### src/rtl/ifu_fetch_seq.sv
// Instruction-fetch sequencer: owns the PC, issues one fetch at a time and hands instructions to decode.
// Optional incrementer cross-check is built only when IFU_INC_CHECK_EN is defined.
//
// state   | meaning
// --------+-------------------------------------------
// ST_REQ  | may issue a fetch (when no instruction is held)
// ST_WAIT | one fetch outstanding, waiting for the response
module ifu_fetch_seq #(
  parameter logic [15:0] RESET_PC = 16'hAA00
) (
  input  logic        clk,
  input  logic        rst_n,
  output logic [15:0] pc_out,
  input  logic [15:0] pc_inc,
  input  logic        redirect_valid,
  input  logic [15:0] redirect_pc,
  output logic        imem_req_valid,
  input  logic        imem_req_ready,
  output logic [15:0] imem_req_addr,
  input  logic        imem_rsp_valid,
  input  logic [15:0] imem_rsp_data,
  output logic        inst_valid,
  input  logic        inst_ready,
  output logic [15:0] inst_data,
  output logic [15:0] inst_pc,
  output logic        inc_err
);

  typedef enum logic {
    ST_REQ  = 1'b0,
    ST_WAIT = 1'b1
  } state_e;

  state_e      state_q, state_d;
  logic        drop_q, drop_d;
  logic [15:0] pc_q, pc_d;
  logic [15:0] req_pc_q, req_pc_d;
  logic        inst_valid_q, inst_valid_d;
  logic [15:0] inst_data_q, inst_data_d;
  logic [15:0] inst_pc_q, inst_pc_d;
  logic        fire;

  // Request depends on registers only, so it never combinationally follows ready.
  assign imem_req_valid = (state_q == ST_REQ) && !inst_valid_q;
  assign fire           = imem_req_valid && imem_req_ready;

  assign pc_out        = pc_q;
  assign imem_req_addr = pc_q;
  assign inst_valid    = inst_valid_q;
  assign inst_data     = inst_data_q;
  assign inst_pc       = inst_pc_q;

  always_comb begin
    state_d      = state_q;
    drop_d       = drop_q;
    pc_d         = pc_q;
    req_pc_d     = req_pc_q;
    inst_valid_d = inst_valid_q;
    inst_data_d  = inst_data_q;
    inst_pc_d    = inst_pc_q;

    if (inst_valid_q && inst_ready) begin
      inst_valid_d = 1'b0;
    end

    unique case (state_q)
      ST_REQ: begin
        if (fire) begin
          req_pc_d = pc_q;
          pc_d     = pc_inc;
          state_d  = ST_WAIT;
        end
      end
      ST_WAIT: begin
        if (imem_rsp_valid) begin
          state_d = ST_REQ;
          if (drop_q) begin
            drop_d = 1'b0;
          end else if (!redirect_valid) begin
            inst_data_d  = imem_rsp_data;
            inst_pc_d    = req_pc_q;
            inst_valid_d = 1'b1;
          end
        end
      end
    endcase

    // Redirect wins: a response landing this cycle is discarded, otherwise one drop stays pending.
    if (redirect_valid) begin
      pc_d         = redirect_pc;
      inst_valid_d = 1'b0;
      if (state_q == ST_WAIT) begin
        drop_d = !imem_rsp_valid;
      end else if (fire) begin
        drop_d = 1'b1;
      end
    end
  end

  always_ff @(posedge clk or negedge rst_n) begin
    if (!rst_n) begin
      state_q      <= ST_REQ;
      drop_q       <= 1'b0;
      pc_q         <= RESET_PC;
      req_pc_q     <= 16'h0000;
      inst_valid_q <= 1'b0;
      inst_data_q  <= 16'h0000;
      inst_pc_q    <= 16'h0000;
    end else begin
      state_q      <= state_d;
      drop_q       <= drop_d;
      pc_q         <= pc_d;
      req_pc_q     <= req_pc_d;
      inst_valid_q <= inst_valid_d;
      inst_data_q  <= inst_data_d;
      inst_pc_q    <= inst_pc_d;
    end
  end

`ifdef IFU_INC_CHECK_EN
  logic        inc_err_q, inc_err_d;
  logic [15:0] pc_plus1;

  assign pc_plus1 = pc_q + 16'd1;

  // Sticky until reset; pc_inc is still used as the next PC regardless.
  always_comb begin
    inc_err_d = inc_err_q;
    if (fire && (pc_inc != pc_plus1)) begin
      inc_err_d = 1'b1;
    end
  end

  always_ff @(posedge clk or negedge rst_n) begin
    if (!rst_n) begin
      inc_err_q <= 1'b0;
    end else begin
      inc_err_q <= inc_err_d;
    end
  end

  assign inc_err = inc_err_q;
`else
  assign inc_err = 1'b0;
`endif

endmodule

### config.mk
export PLATFORM = sky130hd
export DESIGN_NAME = ifu_fetch_seq
export DESIGN_NICKNAME = d
export VERILOG_FILES = /design/src/rtl/ifu_fetch_seq.sv
export SDC_FILE = /design/constraint.sdc
export NUM_CORES = 1
export LEC_CHECK = 0
export ABC_AREA = 1
export CAP_MARGIN = 20
export CORE_ASPECT_RATIO = 1.1
export CORE_MARGIN = 2
export CORE_UTILIZATION = 40
export DETAILED_ROUTE_END_ITERATION = 12
export PLACE_DENSITY = 0.74
export SLEW_MARGIN = 10
export SYNTH_ARGS = -nofsm -noshare
export SYNTH_HDL_FRONTEND = slang
export SYNTH_SLANG_ARGS = --single-unit
### constraint.sdc
create_clock -name clk -period 1.43 [get_ports clk]
set_input_delay 0.2145 -clock clk [delete_from_list [all_inputs] [get_ports clk]]
set_output_delay 0.2145 -clock clk [all_outputs]
set_load 0.02 [all_outputs]
==> flow_summary.html, run 1 <==
<table>
<tr><th>Metric</th><th>Value</th></tr>
<tr><th colspan="2">Critical path</th></tr>
<tr><td>Critical Path Source Type</td><td>flop</td></tr>
<tr><td>Critical path fanouts, max</td><td>4</td></tr>
<tr><td>Required time of the worst setup path</td><td>about 1.2 ns</td></tr>
<tr><td>Worst EP arrival</td><td>1.16 ns</td></tr>
<tr><td>Flop2flop setup slack</td><td>0.10 ns</td></tr>
<tr><td>Worst path max stage delay</td><td>roughly 0.56 ns</td></tr>
<tr><td>Library cell contributing the largest single delay on the critical path</td><td>sky130_fd_sc_hd__dfstp_2</td></tr>
<tr><td>Worst setup EP type</td><td>output port</td></tr>
<tr><td>Dominant delay contributor by cell family on the critical path</td><td>flip-flops</td></tr>
<tr><td>Ordered cell list for the critical path</td><td>clkdlybuf4s15_2</td></tr>
<tr><td>Number of buffers and inverters on the critical path</td><td>1</td></tr>
<tr><td>Path type of the worst setup path</td><td>reg -&gt; out</td></tr>
<tr><th colspan="2">Cells and area</th></tr>
<tr><td>Fin nets</td><td>roughly 530</td></tr>
<tr><td>Area of all sequential standard cells</td><td>1680 µm²</td></tr>
<tr><td>Antenna fix cells</td><td>0</td></tr>
<tr><td>Area delta synth-&gt;final</td><td>45.5%</td></tr>
<tr><td>Non-filler instance count after layout</td><td>564</td></tr>
<tr><td>Multi-input gate area</td><td>1080 µm²</td></tr>
<tr><td>Fillers</td><td>689</td></tr>
<tr><td>Share of final-layout standard cells stronger than drive strength 1</td><td>10.9%</td></tr>
<tr><th colspan="2">CTS</th></tr>
<tr><td>Worst-path clk slew</td><td>0.07 ns</td></tr>
<tr><td>Max H-tree Level</td><td>3</td></tr>
<tr><td>Clock Tree Root</td><td>sky130_fd_sc_hd__clkbuf_8</td></tr>
<tr><td>Total setup buffers inserted after CTS</td><td>0</td></tr>
<tr><td>CTS sink count</td><td>67</td></tr>
<tr><td>Inserted Clock Buffers</td><td>9</td></tr>
<tr><td>Skew-Pair Late Insertion Delay</td><td>0.33 ns</td></tr>
<tr><td>Clock Path Buffers</td><td>2</td></tr>
<tr><td>Clock tree from TritonCTS</td><td>done</td></tr>
<tr><th colspan="2">Placed design</th></tr>
<tr><td>HPWL reported at the end of detailed placement</td><td>4880 µm</td></tr>
<tr><td>Place WS</td><td>-0.0351 ns</td></tr>
<tr><td>Number of placed instances, taps included</td><td>548</td></tr>
<tr><td>Count of port buffers added during placement</td><td>119</td></tr>
<tr><td>Placer's final routability congestion estimate</td><td>0.718</td></tr>
<tr><th colspan="2">Pwr</th></tr>
<tr><td>Sequential share of power</td><td>about two fifths</td></tr>
<tr><td>Static Leakage</td><td>2.41 nW</td></tr>
<tr><td>Internal power</td><td>4.56 mW</td></tr>
<tr><td>Net switching power figure</td><td>2.69 mW</td></tr>
<tr><td>Peak supply drop</td><td>around 0.00052 V</td></tr>
<tr><td>Post-layout power</td><td>7.25 mW</td></tr>
<tr><td>Switching power share of the total</td><td>a little under two fifths</td></tr>
<tr><td>Power density over the cells</td><td>1650 nW/µm²</td></tr>
<tr><td>Combinational fraction of design power</td><td>38.3%</td></tr>
<tr><td>Part of the total power dissipated in the clock network</td><td>about a fifth</td></tr>
<tr><th colspan="2">Synth</th></tr>
<tr><td>Count of unique library cells instantiated by Yosys</td><td>17</td></tr>
<tr><td>Net Count, Synth</td><td>418</td></tr>
<tr><td>Portion of the post-synthesis area used by sequential elements</td><td>between 50% and 60%</td></tr>
<tr><td>Number of cells produced by synthesis</td><td>364</td></tr>
<tr><td>Number of synthesis warnings</td><td>0</td></tr>
<tr><td>Leading area contributor after synthesis</td><td>sky130_fd_sc_hd__dfrtp_1</td></tr>
<tr><td>Most frequent cell after synthesis</td><td>sky130_fd_sc_hd__nand2_1</td></tr>
<tr><td>Syn Std Cell Area</td><td>3030 µm²</td></tr>
<tr><td>Async set-reset flop share out of synthesis</td><td>100%</td></tr>
<tr><td>Total of flip-flops plus latches after synthesis</td><td>67</td></tr>
<tr><td>Top cells by count, synth</td><td>181 x sky130_fd_sc_hd__nand2_1, 65 x sky130_fd_sc_hd__nand3_1, 63 x sky130_fd_sc_hd__dfrtp_1, 21 x sky130_fd_sc_hd__buf_4, 15 x sky130_fd_sc_hd__buf_2</td></tr>
<tr><td>Share of Yosys cell area claimed by the top area cell type</td><td>52.1%</td></tr>
<tr><td>Main area contributors after synthesis</td><td>sky130_fd_sc_hd__dfrtp_1 52%, sky130_fd_sc_hd__nand2_1 22%, sky130_fd_sc_hd__nand3_1 11%</td></tr>
<tr><td>Synthesized area per cell</td><td>around 8.3 µm²</td></tr>
<tr><td>Main combinational cell family by area after synthesis</td><td>simple AND/OR/NAND/NOR gates</td></tr>
<tr><td>Commonest register cell after synthesis</td><td>sky130_fd_sc_hd__dfrtp_1</td></tr>
<tr><td>Mux cell area share after synthesis</td><td>0%</td></tr>
<tr><td>Simple-gate portion of the synthesized area</td><td>35.3%</td></tr>
<tr><td>Adder and majority gate portion of the synthesized area</td><td>0%</td></tr>
<tr><td>Post-synth EDFFs</td><td>0</td></tr>
<tr><td>Share of the synthesized netlist area taken by xor and xnor gates</td><td>0%</td></tr>
<tr><td>Share of the synthesized area in compound gates (AO/OA/AOI/OAI)</td><td>less than 1%</td></tr>
<tr><th colspan="2">Min path</th></tr>
<tr><td>Type of the tightest min-delay check</td><td>in -&gt; async</td></tr>
<tr><th colspan="2">Timing</th></tr>
<tr><td>Total count of max-transition violations in the final report</td><td>0</td></tr>
<tr><td>Time the final worst path needs with I/O delays and setup</td><td>1.37 ns</td></tr>
<tr><td>Post-route fraction of the period consumed by the critical path</td><td>95.8%</td></tr>
<tr><td>Highest clock frequency the design can meet</td><td>about 730 MHz</td></tr>
<tr><td>Hold violation total from the final report</td><td>0</td></tr>
<tr><td>Fin worst setup slack</td><td>about 0.06 ns</td></tr>
<tr><td>Finish-stage setup viols</td><td>0</td></tr>
<tr><td>Setup TNS after final layout</td><td>0 ns</td></tr>
<tr><td>RSZ-0062 raised after global routing</td><td>no</td></tr>
<tr><td>Worst Skew</td><td>0.00700 ns</td></tr>
<tr><th colspan="2">Outcome</th></tr>
<tr><td>Result of the run</td><td>finished, final reports clean</td></tr>
<tr><th colspan="2">Routing</th></tr>
<tr><td>First drt pass iteration count</td><td>4</td></tr>
<tr><td>Average wire length per cell after detail routing</td><td>11.9 µm</td></tr>
<tr><td>Number of nets with antenna violations after routing</td><td>0</td></tr>
<tr><td>Wire length reported by the detailed router</td><td>6700 µm</td></tr>
<tr><td>DRC errors left</td><td>0</td></tr>
<tr><td>Average via count per standard cell</td><td>4.63</td></tr>
<tr><td>Routed vias</td><td>2614</td></tr>
<tr><td>DRC marker count from the first detailed-route iteration</td><td>172</td></tr>
<tr><th colspan="2">Floorplan</th></tr>
<tr><td>Floorplan die height</td><td>95.2 µm</td></tr>
<tr><td>Die width</td><td>86.9 µm</td></tr>
<tr><td>Die area</td><td>8280 µm²</td></tr>
<tr><td>Standard-cell rows</td><td>33</td></tr>
<tr><td>Initial Util</td><td>40.9%</td></tr>
<tr><td>Core Footprint</td><td>around 7400 µm²</td></tr>
<tr><td>Top Ports</td><td>around 120</td></tr>
<tr><th colspan="2">Global route</th></tr>
<tr><td>Antenna violations before repair</td><td>0</td></tr>
<tr><td>Wire length of the first global-routing pass</td><td>11500 µm</td></tr>
<tr><td>Global Route Usage Sum</td><td>17.4%</td></tr>
<tr><td>Via count of the first global-routing pass</td><td>2572</td></tr>
<tr><td>GRT Residual Overflow</td><td>0</td></tr>
<tr><td>Pin count of the biggest net entering global routing</td><td>68</td></tr>
<tr><th colspan="2">Run</th></tr>
<tr><td>Number of violations of the max-capacitance limit</td><td>0</td></tr>
</table>
## cell families after synthesis
family,count (synthesis)
simple gates,252
flops,67
buf+inv,43
compound gates,1
other cells,1
## layout by cell type, fill, tap and decap left out, types with 2 or more instances in the layout
cell type / netlist / routed
sky130_fd_sc_hd__nand2_1: 181 / 181
sky130_fd_sc_hd__nand3_1: 65 / 65
sky130_fd_sc_hd__dfrtp_1: 63 / 63
sky130_fd_sc_hd__dlygate4sd2_1: 0 / 57
sky130_fd_sc_hd__clkdlybuf4s50_1: 0 / 52
sky130_fd_sc_hd__clkbuf_8: 0 / 14
sky130_fd_sc_hd__buf_4: 21 / 11
sky130_fd_sc_hd__clkdlybuf4s15_2: 0 / 9
sky130_fd_sc_hd__buf_12: 0 / 5
sky130_fd_sc_hd__dfstp_2: 4 / 4
sky130_fd_sc_hd__inv_1: 3 / 3
sky130_fd_sc_hd__inv_2: 2 / 2
sky130_fd_sc_hd__nand2_4: 2 / 2
## power groups by stage
stage / combinational, mW / sequential (mW) / clock, mW
floorplan: 1.04 / 3.62 / 0
global placement: 3.16 / 3.01 / 0
detailed placement: 3.21 / 3.04 / 0
CTS: 2.82 / 2.98 / 1.54
global route: 3.07 / 3.07 / 1.63
finish: 2.78 / 2.98 / 1.49
## final cells by class
type	instances	share of cell area, %
repair buffers	136	30.0
multi-input cells	254	24.5
flip-flops and latches	67	38.2
clock inverters	1	0.114
well taps	87	2.47
inverters	5	0.426
clock buffers	14	4.38
## final timing paths
path,start,endpoint,cells after the start
worst max-delay path,imem_req_addr[9],imem_req_addr[9],1
worst min-delay path,rst_n,req_pc_q[11],3
worst max register to register,inst_valid,req_pc_q[7],6
worst min register to register,inst_pc[10],inst_pc[10],2
max in group asynchronous,rst_n,imem_req_addr[15],3
min in group clk,imem_rsp_data[2],inst_data[2],3
## routing by layer
layer	routed length, µm	vias to the layer above	global-route usage, %
li1	-	1350	-
met1	2990	1156	21.7
met2	3120	100	29.3
met3	488	8	3.29
met4	102	0	7.81
met5	0	-	0
## metrics by stage
stage | util [%] | hold slack (ns) | cell area, µm²
after floorplan | - | -0.0811 | 3030
after global placement | 57.6 | 0.255 | 4260
after detailed placement | 57.6 | 0.254 | 4260
after CTS | 59.6 | 0.423 | 4400
after global routing | 59.6 | 0.446 | 4400
final | 59.6 | 0.440 | 4400
## flip-flops by register name, summed over array words and instances (netlist names)
register       count
inst_pc           16
inst_valid         1
imem_req_addr     16
drop_q             1
req_pc_q          16
state_q            1
inst_data         16
## repair_timing
action / CTS / global route
setup endpoints to repair: 66 / 0
hold buffers: 1 / 0
resized for setup: 84 / 0
hold endpoints to repair: 63 / 0
(Power assumes the default switching activity.)
==> run 2, diff against run 1 <==
--- a/config.mk
+++ b/config.mk
@@ -9,9 +9,9 @@
 export CAP_MARGIN = 20
 export CORE_ASPECT_RATIO = 1.1
 export CORE_MARGIN = 2
-export CORE_UTILIZATION = 40
+export CORE_UTILIZATION = 39
 export DETAILED_ROUTE_END_ITERATION = 12
-export PLACE_DENSITY = 0.74
+export PLACE_DENSITY = 0.75
 export SLEW_MARGIN = 10
 export SYNTH_ARGS = -nofsm -noshare
 export SYNTH_HDL_FRONTEND = slang
==> constraint.sdc (replaced) <==
create_clock -name clk -period 1.1 [get_ports clk]
set_input_delay 0.165 -clock clk [delete_from_list [all_inputs] [get_ports clk]]
set_output_delay 0.165 -clock clk [all_outputs]
set_load 0.02 [all_outputs]
==> run 2 against run 1 <==
Against the previous run:
- the flow now finishes with violations (negative setup slack)
- clock-buffer cell count is the same
- via count is 7.2% higher
- power rose by 36%
- final area up 6.5%
- register-to-register slack got worse by 0.19 ns
- highest routed layer unchanged
==> flow_summary.html, run 2 (same netlist as run 1, synthesis figures left out) <==
<table>
<tr><th>Metric</th><th>Value</th></tr>
<tr><th colspan="2">Routing</th></tr>
<tr><td>First drt pass iteration count</td><td>4</td></tr>
<tr><td>Routed vias</td><td>roughly 2800</td></tr>
<tr><td>Wire length reported by the detailed router</td><td>around 7600 µm</td></tr>
<tr><td>Number of nets with antenna violations after routing</td><td>0</td></tr>
<tr><td>Average wire length per cell after detail routing</td><td>12.4 µm</td></tr>
<tr><td>Average via count per standard cell</td><td>4.57</td></tr>
<tr><td>DRC errors left</td><td>0</td></tr>
<tr><td>DRC marker count from the first detailed-route iteration</td><td>between 90 and 100</td></tr>
<tr><th colspan="2">Critical path</th></tr>
<tr><td>Required time of the worst setup path</td><td>between 0.9 and 1 ns</td></tr>
<tr><td>Critical path fanouts, max</td><td>2</td></tr>
<tr><td>Flop2flop setup slack</td><td>-0.09 ns</td></tr>
<tr><td>End of the worst register-to-register path</td><td>req_pc_q[2]</td></tr>
<tr><td>Worst EP arrival</td><td>slightly above 1 ns</td></tr>
<tr><td>Launch point of the critical path</td><td>inst_valid</td></tr>
<tr><td>Path depth of the worst reg2reg path</td><td>6</td></tr>
<tr><td>Endpoint of the worst setup timing path</td><td>inst_valid</td></tr>
<tr><td>Worst setup EP type</td><td>output port</td></tr>
<tr><td>Critical Path Source Type</td><td>flop</td></tr>
<tr><td>Path type of the worst setup path</td><td>reg -&gt; out</td></tr>
<tr><td>Launching point of the worst reg2reg path</td><td>inst_valid</td></tr>
<tr><th colspan="2">Pwr</th></tr>
<tr><td>Static Leakage</td><td>around 2.5 nW</td></tr>
<tr><td>Power density over the cells</td><td>approximately 2100 nW/µm²</td></tr>
<tr><td>Part of the total power dissipated in the clock network</td><td>18.2%</td></tr>
<tr><td>Peak supply drop</td><td>0.000768 V</td></tr>
<tr><td>Internal power</td><td>6.03 mW</td></tr>
<tr><td>Sequential share of power</td><td>39.9%</td></tr>
<tr><td>Switching power share of the total</td><td>38.9%</td></tr>
<tr><td>Net switching power figure</td><td>between 3 and 4 mW</td></tr>
<tr><td>Post-layout power</td><td>9.87 mW</td></tr>
<tr><td>Combinational fraction of design power</td><td>41.9%</td></tr>
<tr><th colspan="2">Outcome</th></tr>
<tr><td>Violations in the final reports</td><td>negative setup slack</td></tr>
<tr><td>Result of the run</td><td>complete, but fails checks</td></tr>
<tr><th colspan="2">Global route</th></tr>
<tr><td>GRT Residual Overflow</td><td>0</td></tr>
<tr><td>Wire length of the first global-routing pass</td><td>12200 µm</td></tr>
<tr><td>Via count of the first global-routing pass</td><td>around 2800</td></tr>
<tr><td>Antenna violations before repair</td><td>0</td></tr>
<tr><td>Global Route Usage Sum</td><td>18.5%</td></tr>
<tr><td>Pin count of the biggest net entering global routing</td><td>68</td></tr>
<tr><th colspan="2">Timing</th></tr>
<tr><td>Post-route fraction of the period consumed by the critical path</td><td>108%</td></tr>
<tr><td>Worst Skew</td><td>about 0.0085 ns</td></tr>
<tr><td>Total count of max-transition violations in the final report</td><td>0</td></tr>
<tr><td>Highest clock frequency the design can meet</td><td>839 MHz</td></tr>
<tr><td>Finish-stage setup viols</td><td>between 60 and 70</td></tr>
<tr><td>Hold violation total from the final report</td><td>0</td></tr>
<tr><td>RSZ-0062 raised after global routing</td><td>yes</td></tr>
<tr><td>Time the final worst path needs with I/O delays and setup</td><td>1.19 ns</td></tr>
<tr><td>Fin worst setup slack</td><td>-0.0925 ns</td></tr>
<tr><th colspan="2">Placed design</th></tr>
<tr><td>Place WS</td><td>-0.292 ns</td></tr>
<tr><td>Placer's final routability congestion estimate</td><td>between 0.7 and 0.8</td></tr>
<tr><td>Number of placed instances, taps included</td><td>588</td></tr>
<tr><td>Count of port buffers added during placement</td><td>119</td></tr>
<tr><td>HPWL reported at the end of detailed placement</td><td>~5300 µm</td></tr>
<tr><th colspan="2">Cells and area</th></tr>
<tr><td>Fin nets</td><td>approximately 560</td></tr>
<tr><td>Commonest non-fill, non-tap cells in the layout</td><td>157 x sky130_fd_sc_hd__nand2_1, 62 x sky130_fd_sc_hd__dfrtp_1, 52 x sky130_fd_sc_hd__clkdlybuf4s50_1</td></tr>
<tr><td>Share of final-layout standard cells stronger than drive strength 1</td><td>35.0%</td></tr>
<tr><td>Fillers</td><td>669</td></tr>
<tr><td>Antenna fix cells</td><td>0</td></tr>
<tr><td>Area of all sequential standard cells</td><td>1680 µm²</td></tr>
<tr><td>Multi-input gate area</td><td>1270 µm²</td></tr>
<tr><td>Leading cell type in the layout, fill and taps excluded</td><td>sky130_fd_sc_hd__nand2_1</td></tr>
<tr><td>Non-filler instance count after layout</td><td>613</td></tr>
<tr><td>Area delta synth-&gt;final</td><td>55.0%</td></tr>
<tr><th colspan="2">Run</th></tr>
<tr><td>Number of violations of the max-capacitance limit</td><td>0</td></tr>
<tr><th colspan="2">CTS</th></tr>
<tr><td>CTS sink count</td><td>67</td></tr>
<tr><td>Inserted Clock Buffers</td><td>9</td></tr>
<tr><td>Skew-Pair Late Insertion Delay</td><td>0.33 ns</td></tr>
<tr><td>Worst-path clk slew</td><td>approximately 0.07 ns</td></tr>
<tr><td>Max H-tree Level</td><td>3</td></tr>
<tr><td>Clock Path Buffers</td><td>2</td></tr>
<tr><td>Clock Tree Root</td><td>sky130_fd_sc_hd__clkbuf_8</td></tr>
<tr><td>Clock tree from TritonCTS</td><td>done</td></tr>
<tr><th colspan="2">Floorplan</th></tr>
<tr><td>Floorplan die height</td><td>around 96 µm</td></tr>
<tr><td>Die area</td><td>8480 µm²</td></tr>
<tr><td>Standard-cell rows</td><td>33</td></tr>
<tr><td>Initial Util</td><td>40.5%</td></tr>
<tr><td>Die width</td><td>between 80 and 90 µm</td></tr>
<tr><td>Top Ports</td><td>121</td></tr>
<tr><td>Core Footprint</td><td>7470 µm²</td></tr>
<tr><th colspan="2">Min path</th></tr>
<tr><td>Type of the tightest min-delay check</td><td>in -&gt; async</td></tr>
</table>
## run 2: routing by layer
layer / vias up / GRT usage (%) / wire, µm
li1: 1411 / - / -
met1: 1281 / 22.1 / 3160
met2: 106 / 33.1 / 3840
met3: 5 / 4.76 / 583
met4: 0 / 5.13 / 48
met5: - / 0 / 0
## run 2: area by class of cell
type,count,share of cell area [%]
sequential,67,35.9
timing repair buffer,166,30.2
multi-input combinational,254,27.0
clock buffer,14,3.47
tap,105,2.80
inverter,5,0.400
clock inverter,2,0.213
## run 2: power groups by stage
stage	Combinational [mW]	Clock, mW	Sequential [mW]
detailed placement	4.38	0	3.92
global placement	4.31	0	3.88
floorplan	1.39	0	4.71
CTS	3.95	1.84	3.89
global route	4.50	1.96	4.05
finish	4.13	1.80	3.94
## run 2: worst min-delay path by stage
stage | from | to | slack, ns | depth (start not counted)
CTS | imem_rsp_data[2] | inst_data[2] | 0.38 | 3
global placement | rst_n | inst_data[3] | 0.20 | 2
detailed placement | rst_n | inst_data[2] | 0.22 | 2
finish | rst_n | inst_data[2] | 0.38 | 3
floorplan | rst_n | drop_q | -0.13 | 0
global route | imem_rsp_data[2] | inst_data[2] | 0.39 | 3
## run 2: stage by stage
step                      hold slack, ns  utilization [%]  instance area [µm²]  TNS, ns
after global routing               0.390             62.8                 4690    -8.74
after floorplan                   -0.131                -                 3050   -0.397
after CTS                          0.385             60.6                 4530    -4.30
final                              0.377             62.8                 4690    -3.77
after global placement             0.204             59.4                 4440   -17.83
after detailed placement           0.217             59.4                 4440   -19.13
## run 2: timing repair
action / 4_1_cts / 5_1_grt
hold endpoints to repair: 63 / 0
cloned: 2 / 1
setup endpoints to repair: 132 / 83
buffers inserted: 3 / 2
gates resized for setup: 321 / 35
pin swaps: 2 / 4
hold buffers: 1 / 0
## run 2: critical path, cell delays in order, from the launching register on
cell and delay (ns):
sky130_fd_sc_hd__dfrtp_2 0.42, sky130_fd_sc_hd__buf_4 0.15, sky130_fd_sc_hd__buf_6 0.12
==> run 3, diff against run 2 <==
--- a/config.mk
+++ b/config.mk
@@ -5,11 +5,10 @@
 export SDC_FILE = /design/constraint.sdc
 export NUM_CORES = 1
 export LEC_CHECK = 0
-export ABC_AREA = 1
 export CAP_MARGIN = 20
 export CORE_ASPECT_RATIO = 1.1
 export CORE_MARGIN = 2
-export CORE_UTILIZATION = 39
+export CORE_UTILIZATION = 38
 export DETAILED_ROUTE_END_ITERATION = 12
 export PLACE_DENSITY = 0.75
 export SLEW_MARGIN = 10
==> run 3 against run 2 <==
Against the previous run:
- the flow still finishes with violations (negative setup slack)
- non-clock buffer count is 2 lower
- sequential share of layout area down 0.088 points
- power rose by 4.1%
- register-to-register slack got worse by 0.21 ns
- combinational power is 4% higher
- core utilization grew 1.3 points
- synthesized cell count is 30% lower
- area after synthesis is 6.0% lower
- global-route usage up 0.33 points
- critical path depth grew 3
- wire length increased by 18%
- critical endpoint is now inst_data[6]
==> flow_summary.html, run 3 <==
<table>
<tr><th>Metric</th><th>Value</th></tr>
<tr><th colspan="2">Pwr</th></tr>
<tr><td>Part of the total power dissipated in the clock network</td><td>19.7%</td></tr>
<tr><td>Power density over the cells</td><td>2180 nW/µm²</td></tr>
<tr><td>Internal power</td><td>6.67 mW</td></tr>
<tr><td>Sequential share of power</td><td>38.3%</td></tr>
<tr><td>Switching power share of the total</td><td>35.1%</td></tr>
<tr><td>Static Leakage</td><td>2.25 nW</td></tr>
<tr><td>Combinational fraction of design power</td><td>42.0%</td></tr>
<tr><td>Peak supply drop</td><td>0.00124 V</td></tr>
<tr><td>Net switching power figure</td><td>around 3.6 mW</td></tr>
<tr><td>Post-layout power</td><td>10.3 mW</td></tr>
<tr><th colspan="2">Critical path</th></tr>
<tr><td>Critical Path Source Type</td><td>flop</td></tr>
<tr><td>Ordered cell list for the critical path</td><td>nand2_4 &gt; nor3_4 &gt; buf_12 &gt; clkbuf_16 &gt; mux2_4</td></tr>
<tr><td>Worst path max stage delay</td><td>0.42 ns</td></tr>
<tr><td>Launching point of the worst reg2reg path</td><td>state_q</td></tr>
<tr><td>Path type of the worst setup path</td><td>reg -&gt; reg</td></tr>
<tr><td>Worst setup EP type</td><td>flop</td></tr>
<tr><td>Library cell contributing the largest single delay on the critical path</td><td>sky130_fd_sc_hd__dfrtp_2</td></tr>
<tr><td>Critical path fanouts, max</td><td>8</td></tr>
<tr><td>Worst EP arrival</td><td>1.62 ns</td></tr>
<tr><td>End of the worst register-to-register path</td><td>inst_data[6]</td></tr>
<tr><td>Endpoint of the worst setup timing path</td><td>inst_data[6]</td></tr>
<tr><td>Required time of the worst setup path</td><td>approximately 1.3 ns</td></tr>
<tr><td>Launch point of the critical path</td><td>state_q</td></tr>
<tr><td>Flop2flop setup slack</td><td>-0.30 ns</td></tr>
<tr><td>Path depth of the worst reg2reg path</td><td>5</td></tr>
<tr><th colspan="2">Routing</th></tr>
<tr><td>First drt pass iteration count</td><td>4</td></tr>
<tr><td>Number of nets with antenna violations after routing</td><td>0</td></tr>
<tr><td>Average wire length per cell after detail routing</td><td>18.1 µm</td></tr>
<tr><td>DRC marker count from the first detailed-route iteration</td><td>130</td></tr>
<tr><td>Average via count per standard cell</td><td>just under 5</td></tr>
<tr><td>DRC errors left</td><td>0</td></tr>
<tr><td>Routed vias</td><td>2385</td></tr>
<tr><td>Wire length reported by the detailed router</td><td>8970 µm</td></tr>
<tr><th colspan="2">Cells and area</th></tr>
<tr><td>Leading cell type in the layout, fill and taps excluded</td><td>sky130_fd_sc_hd__dfrtp_1</td></tr>
<tr><td>Commonest non-fill, non-tap cells in the layout</td><td>61 x sky130_fd_sc_hd__dfrtp_1, 56 x sky130_fd_sc_hd__buf_2, 50 x sky130_fd_sc_hd__clkdlybuf4s50_1</td></tr>
<tr><td>Design Area, Final</td><td>between 4000 and 5000 µm²</td></tr>
<tr><td>Final design utilization</td><td>roughly 64%</td></tr>
<tr><td>Fin nets</td><td>457</td></tr>
<tr><td>Area delta synth-&gt;final</td><td>65.4%</td></tr>
<tr><td>Antenna fix cells</td><td>0</td></tr>
<tr><td>Share of final-layout standard cells stronger than drive strength 1</td><td>between 50 and 60%</td></tr>
<tr><th colspan="2">Synth</th></tr>
<tr><td>Syn Std Cell Area</td><td>2850 µm²</td></tr>
<tr><td>Number of synthesis warnings</td><td>0</td></tr>
<tr><td>Total of flip-flops plus latches after synthesis</td><td>67</td></tr>
<tr><td>Portion of the post-synthesis area used by sequential elements</td><td>59.1%</td></tr>
<tr><td>Most frequent cell after synthesis</td><td>sky130_fd_sc_hd__nand2_1</td></tr>
<tr><td>Net Count, Synth</td><td>309</td></tr>
<tr><td>Commonest register cell after synthesis</td><td>sky130_fd_sc_hd__dfrtp_1</td></tr>
<tr><td>Post-synth EDFFs</td><td>0</td></tr>
<tr><td>Count of unique library cells instantiated by Yosys</td><td>23</td></tr>
<tr><td>Main area contributors after synthesis</td><td>sky130_fd_sc_hd__dfrtp_1 55%, sky130_fd_sc_hd__mux2_2 12%, sky130_fd_sc_hd__nand2_1 8.6%</td></tr>
<tr><td>Async set-reset flop share out of synthesis</td><td>100%</td></tr>
<tr><td>Number of cells produced by synthesis</td><td>255</td></tr>
<tr><td>Share of Yosys cell area claimed by the top area cell type</td><td>55.4%</td></tr>
<tr><td>Top cells by count, synth</td><td>65 x sky130_fd_sc_hd__nand2_1, 63 x sky130_fd_sc_hd__dfrtp_1, 32 x sky130_fd_sc_hd__a21oi_1, 30 x sky130_fd_sc_hd__mux2_2, 17 x sky130_fd_sc_hd__buf_4</td></tr>
<tr><td>Synthesized area per cell</td><td>11.2 µm²</td></tr>
<tr><td>Leading area contributor after synthesis</td><td>sky130_fd_sc_hd__dfrtp_1</td></tr>
<tr><th colspan="2">Timing</th></tr>
<tr><td>Fin worst setup slack</td><td>-0.304 ns</td></tr>
<tr><td>Time the final worst path needs with I/O delays and setup</td><td>~1.4 ns</td></tr>
<tr><td>Setup TNS after final layout</td><td>-18.55 ns</td></tr>
<tr><td>Highest clock frequency the design can meet</td><td>712 MHz</td></tr>
<tr><td>Worst Skew</td><td>0.0103 ns</td></tr>
<tr><td>Post-route fraction of the period consumed by the critical path</td><td>128%</td></tr>
<tr><td>Hold violation total from the final report</td><td>0</td></tr>
<tr><td>RSZ-0062 raised after global routing</td><td>yes</td></tr>
<tr><td>Total count of max-transition violations in the final report</td><td>0</td></tr>
<tr><td>Finish-stage setup viols</td><td>77</td></tr>
<tr><th colspan="2">Global route</th></tr>
<tr><td>GRT Residual Overflow</td><td>0</td></tr>
<tr><td>Antenna violations before repair</td><td>0</td></tr>
<tr><td>Via count of the first global-routing pass</td><td>around 2200</td></tr>
<tr><td>Pin count of the biggest net entering global routing</td><td>~70</td></tr>
<tr><td>Wire length of the first global-routing pass</td><td>11600 µm</td></tr>
<tr><td>Global Route Usage Sum</td><td>18.9%</td></tr>
<tr><th colspan="2">Floorplan</th></tr>
<tr><td>Standard-cell rows</td><td>33</td></tr>
<tr><td>Die area</td><td>8200 µm²</td></tr>
<tr><td>Die width</td><td>86.5 µm</td></tr>
<tr><td>Floorplan die height</td><td>between 90 and 100 µm</td></tr>
<tr><td>Initial Util</td><td>38.7%</td></tr>
<tr><td>Top Ports</td><td>between 100 and 150</td></tr>
<tr><td>Core Footprint</td><td>around 7300 µm²</td></tr>
<tr><th colspan="2">Placed design</th></tr>
<tr><td>Count of port buffers added during placement</td><td>around 120</td></tr>
<tr><td>Placer's final routability congestion estimate</td><td>~0.71</td></tr>
<tr><td>Placed Area</td><td>between 4000 and 5000 µm²</td></tr>
<tr><td>HPWL reported at the end of detailed placement</td><td>4760 µm</td></tr>
<tr><td>Place WS</td><td>-0.573 ns</td></tr>
<tr><th colspan="2">CTS</th></tr>
<tr><td>Max H-tree Level</td><td>3</td></tr>
<tr><td>Worst-path clk slew</td><td>approximately 0.070 ns</td></tr>
<tr><td>Clock Tree Root</td><td>sky130_fd_sc_hd__clkbuf_8</td></tr>
<tr><td>Clock tree from TritonCTS</td><td>done</td></tr>
<tr><td>Clock Path Buffers</td><td>2</td></tr>
<tr><td>CTS sink count</td><td>67</td></tr>
<tr><td>Inserted Clock Buffers</td><td>9</td></tr>
<tr><td>Skew-Pair Late Insertion Delay</td><td>between 0.3 and 0.4 ns</td></tr>
<tr><th colspan="2">Outcome</th></tr>
<tr><td>Result of the run</td><td>complete, but fails checks</td></tr>
<tr><td>Violations in the final reports</td><td>negative setup slack</td></tr>
<tr><th colspan="2">Min path</th></tr>
<tr><td>Type of the tightest min-delay check</td><td>in -&gt; reg</td></tr>
<tr><th colspan="2">Run</th></tr>
<tr><td>Number of violations of the max-capacitance limit</td><td>0</td></tr>
</table>
run 3: worst min path at each step:
stage                          from                 to  slack [ns]  cells after the start
global placement              rst_n      inst_data[14]        0.21                      2
CTS                 redirect_pc[15]  imem_req_addr[15]        0.38                      3
floorplan                     rst_n             drop_q       -0.13                      0
global route         redirect_pc[9]   imem_req_addr[9]        0.40                      3
detailed placement            rst_n       inst_data[8]        0.21                      2
finish              redirect_pc[15]  imem_req_addr[15]        0.39                      3
run 3: power groups by stage:
stage / Sequential (mW) / Clock, mW / Combinational [mW]
final: 3.93 / 2.03 / 4.31
after global routing: 4.04 / 2.16 / 4.56
after CTS: 3.87 / 2.06 / 3.71
after detailed placement: 3.92 / 0 / 4.15
after global placement: 3.88 / 0 / 4.08
after floorplan: 4.69 / 0 / 1.26
run 3: area by class of cell:
cell class	instances	area [µm²]
Inverter	1	3.75
Multi-Input combinational cell	160	1270
Clock inverter	2	35.0
Sequential cell	67	1680
Fill cell	596	2640
Timing Repair Buffer	164	1440
Clock buffer	14	163
Tap cell	87	109
run 3: layer usage:
layer  wire, µm  GRT usage [%]  share of wire [%]  vias to the layer above
li1           -              -                  -                     1122
met1       3780           24.4                 42                     1189
met2       4710           31.7                 53                       65
met3        374           2.88                4.2                        9
met4        108           7.55                1.2                        0
met5          0              0                  0                        -
run 3: repair_timing:
| action | in CTS | in global routing |
|---|---|---|
| setup buffers | 5 | 11 |
| hold buffers | 1 | 0 |
| gates resized for setup | 297 | 98 |
| gates cloned | 5 | 6 |
| pin swaps | 12 | 34 |
| hold endpoints to repair | 63 | 0 |
| endpoints found under the setup margin | 133 | 80 |
run 3: worst max-delay path: cells and delay by family (launching register included):
kind | cells | cell delay (ns)
buffers and inverters | 2 | 0.33
and+or+nand+nor | 2 | 0.23
DFF | 1 | 0.42
muxes | 1 | 0.30
run 3: cells by family after synthesis:
family,share of synthesized area [%]
other,0.132
DFF,59.1
and+or+nand+nor,14.2
buffers and inverters,7.52
muxes,12.7
AOI/OAI and AO/OA,6.33
run 3: metrics by stage:
stage               hold slack, ns  cells
floorplan                   -0.131    255
global placement             0.214    454
detailed placement           0.211    454
CTS                          0.377    481
global route                 0.401    495
finish                       0.388    495
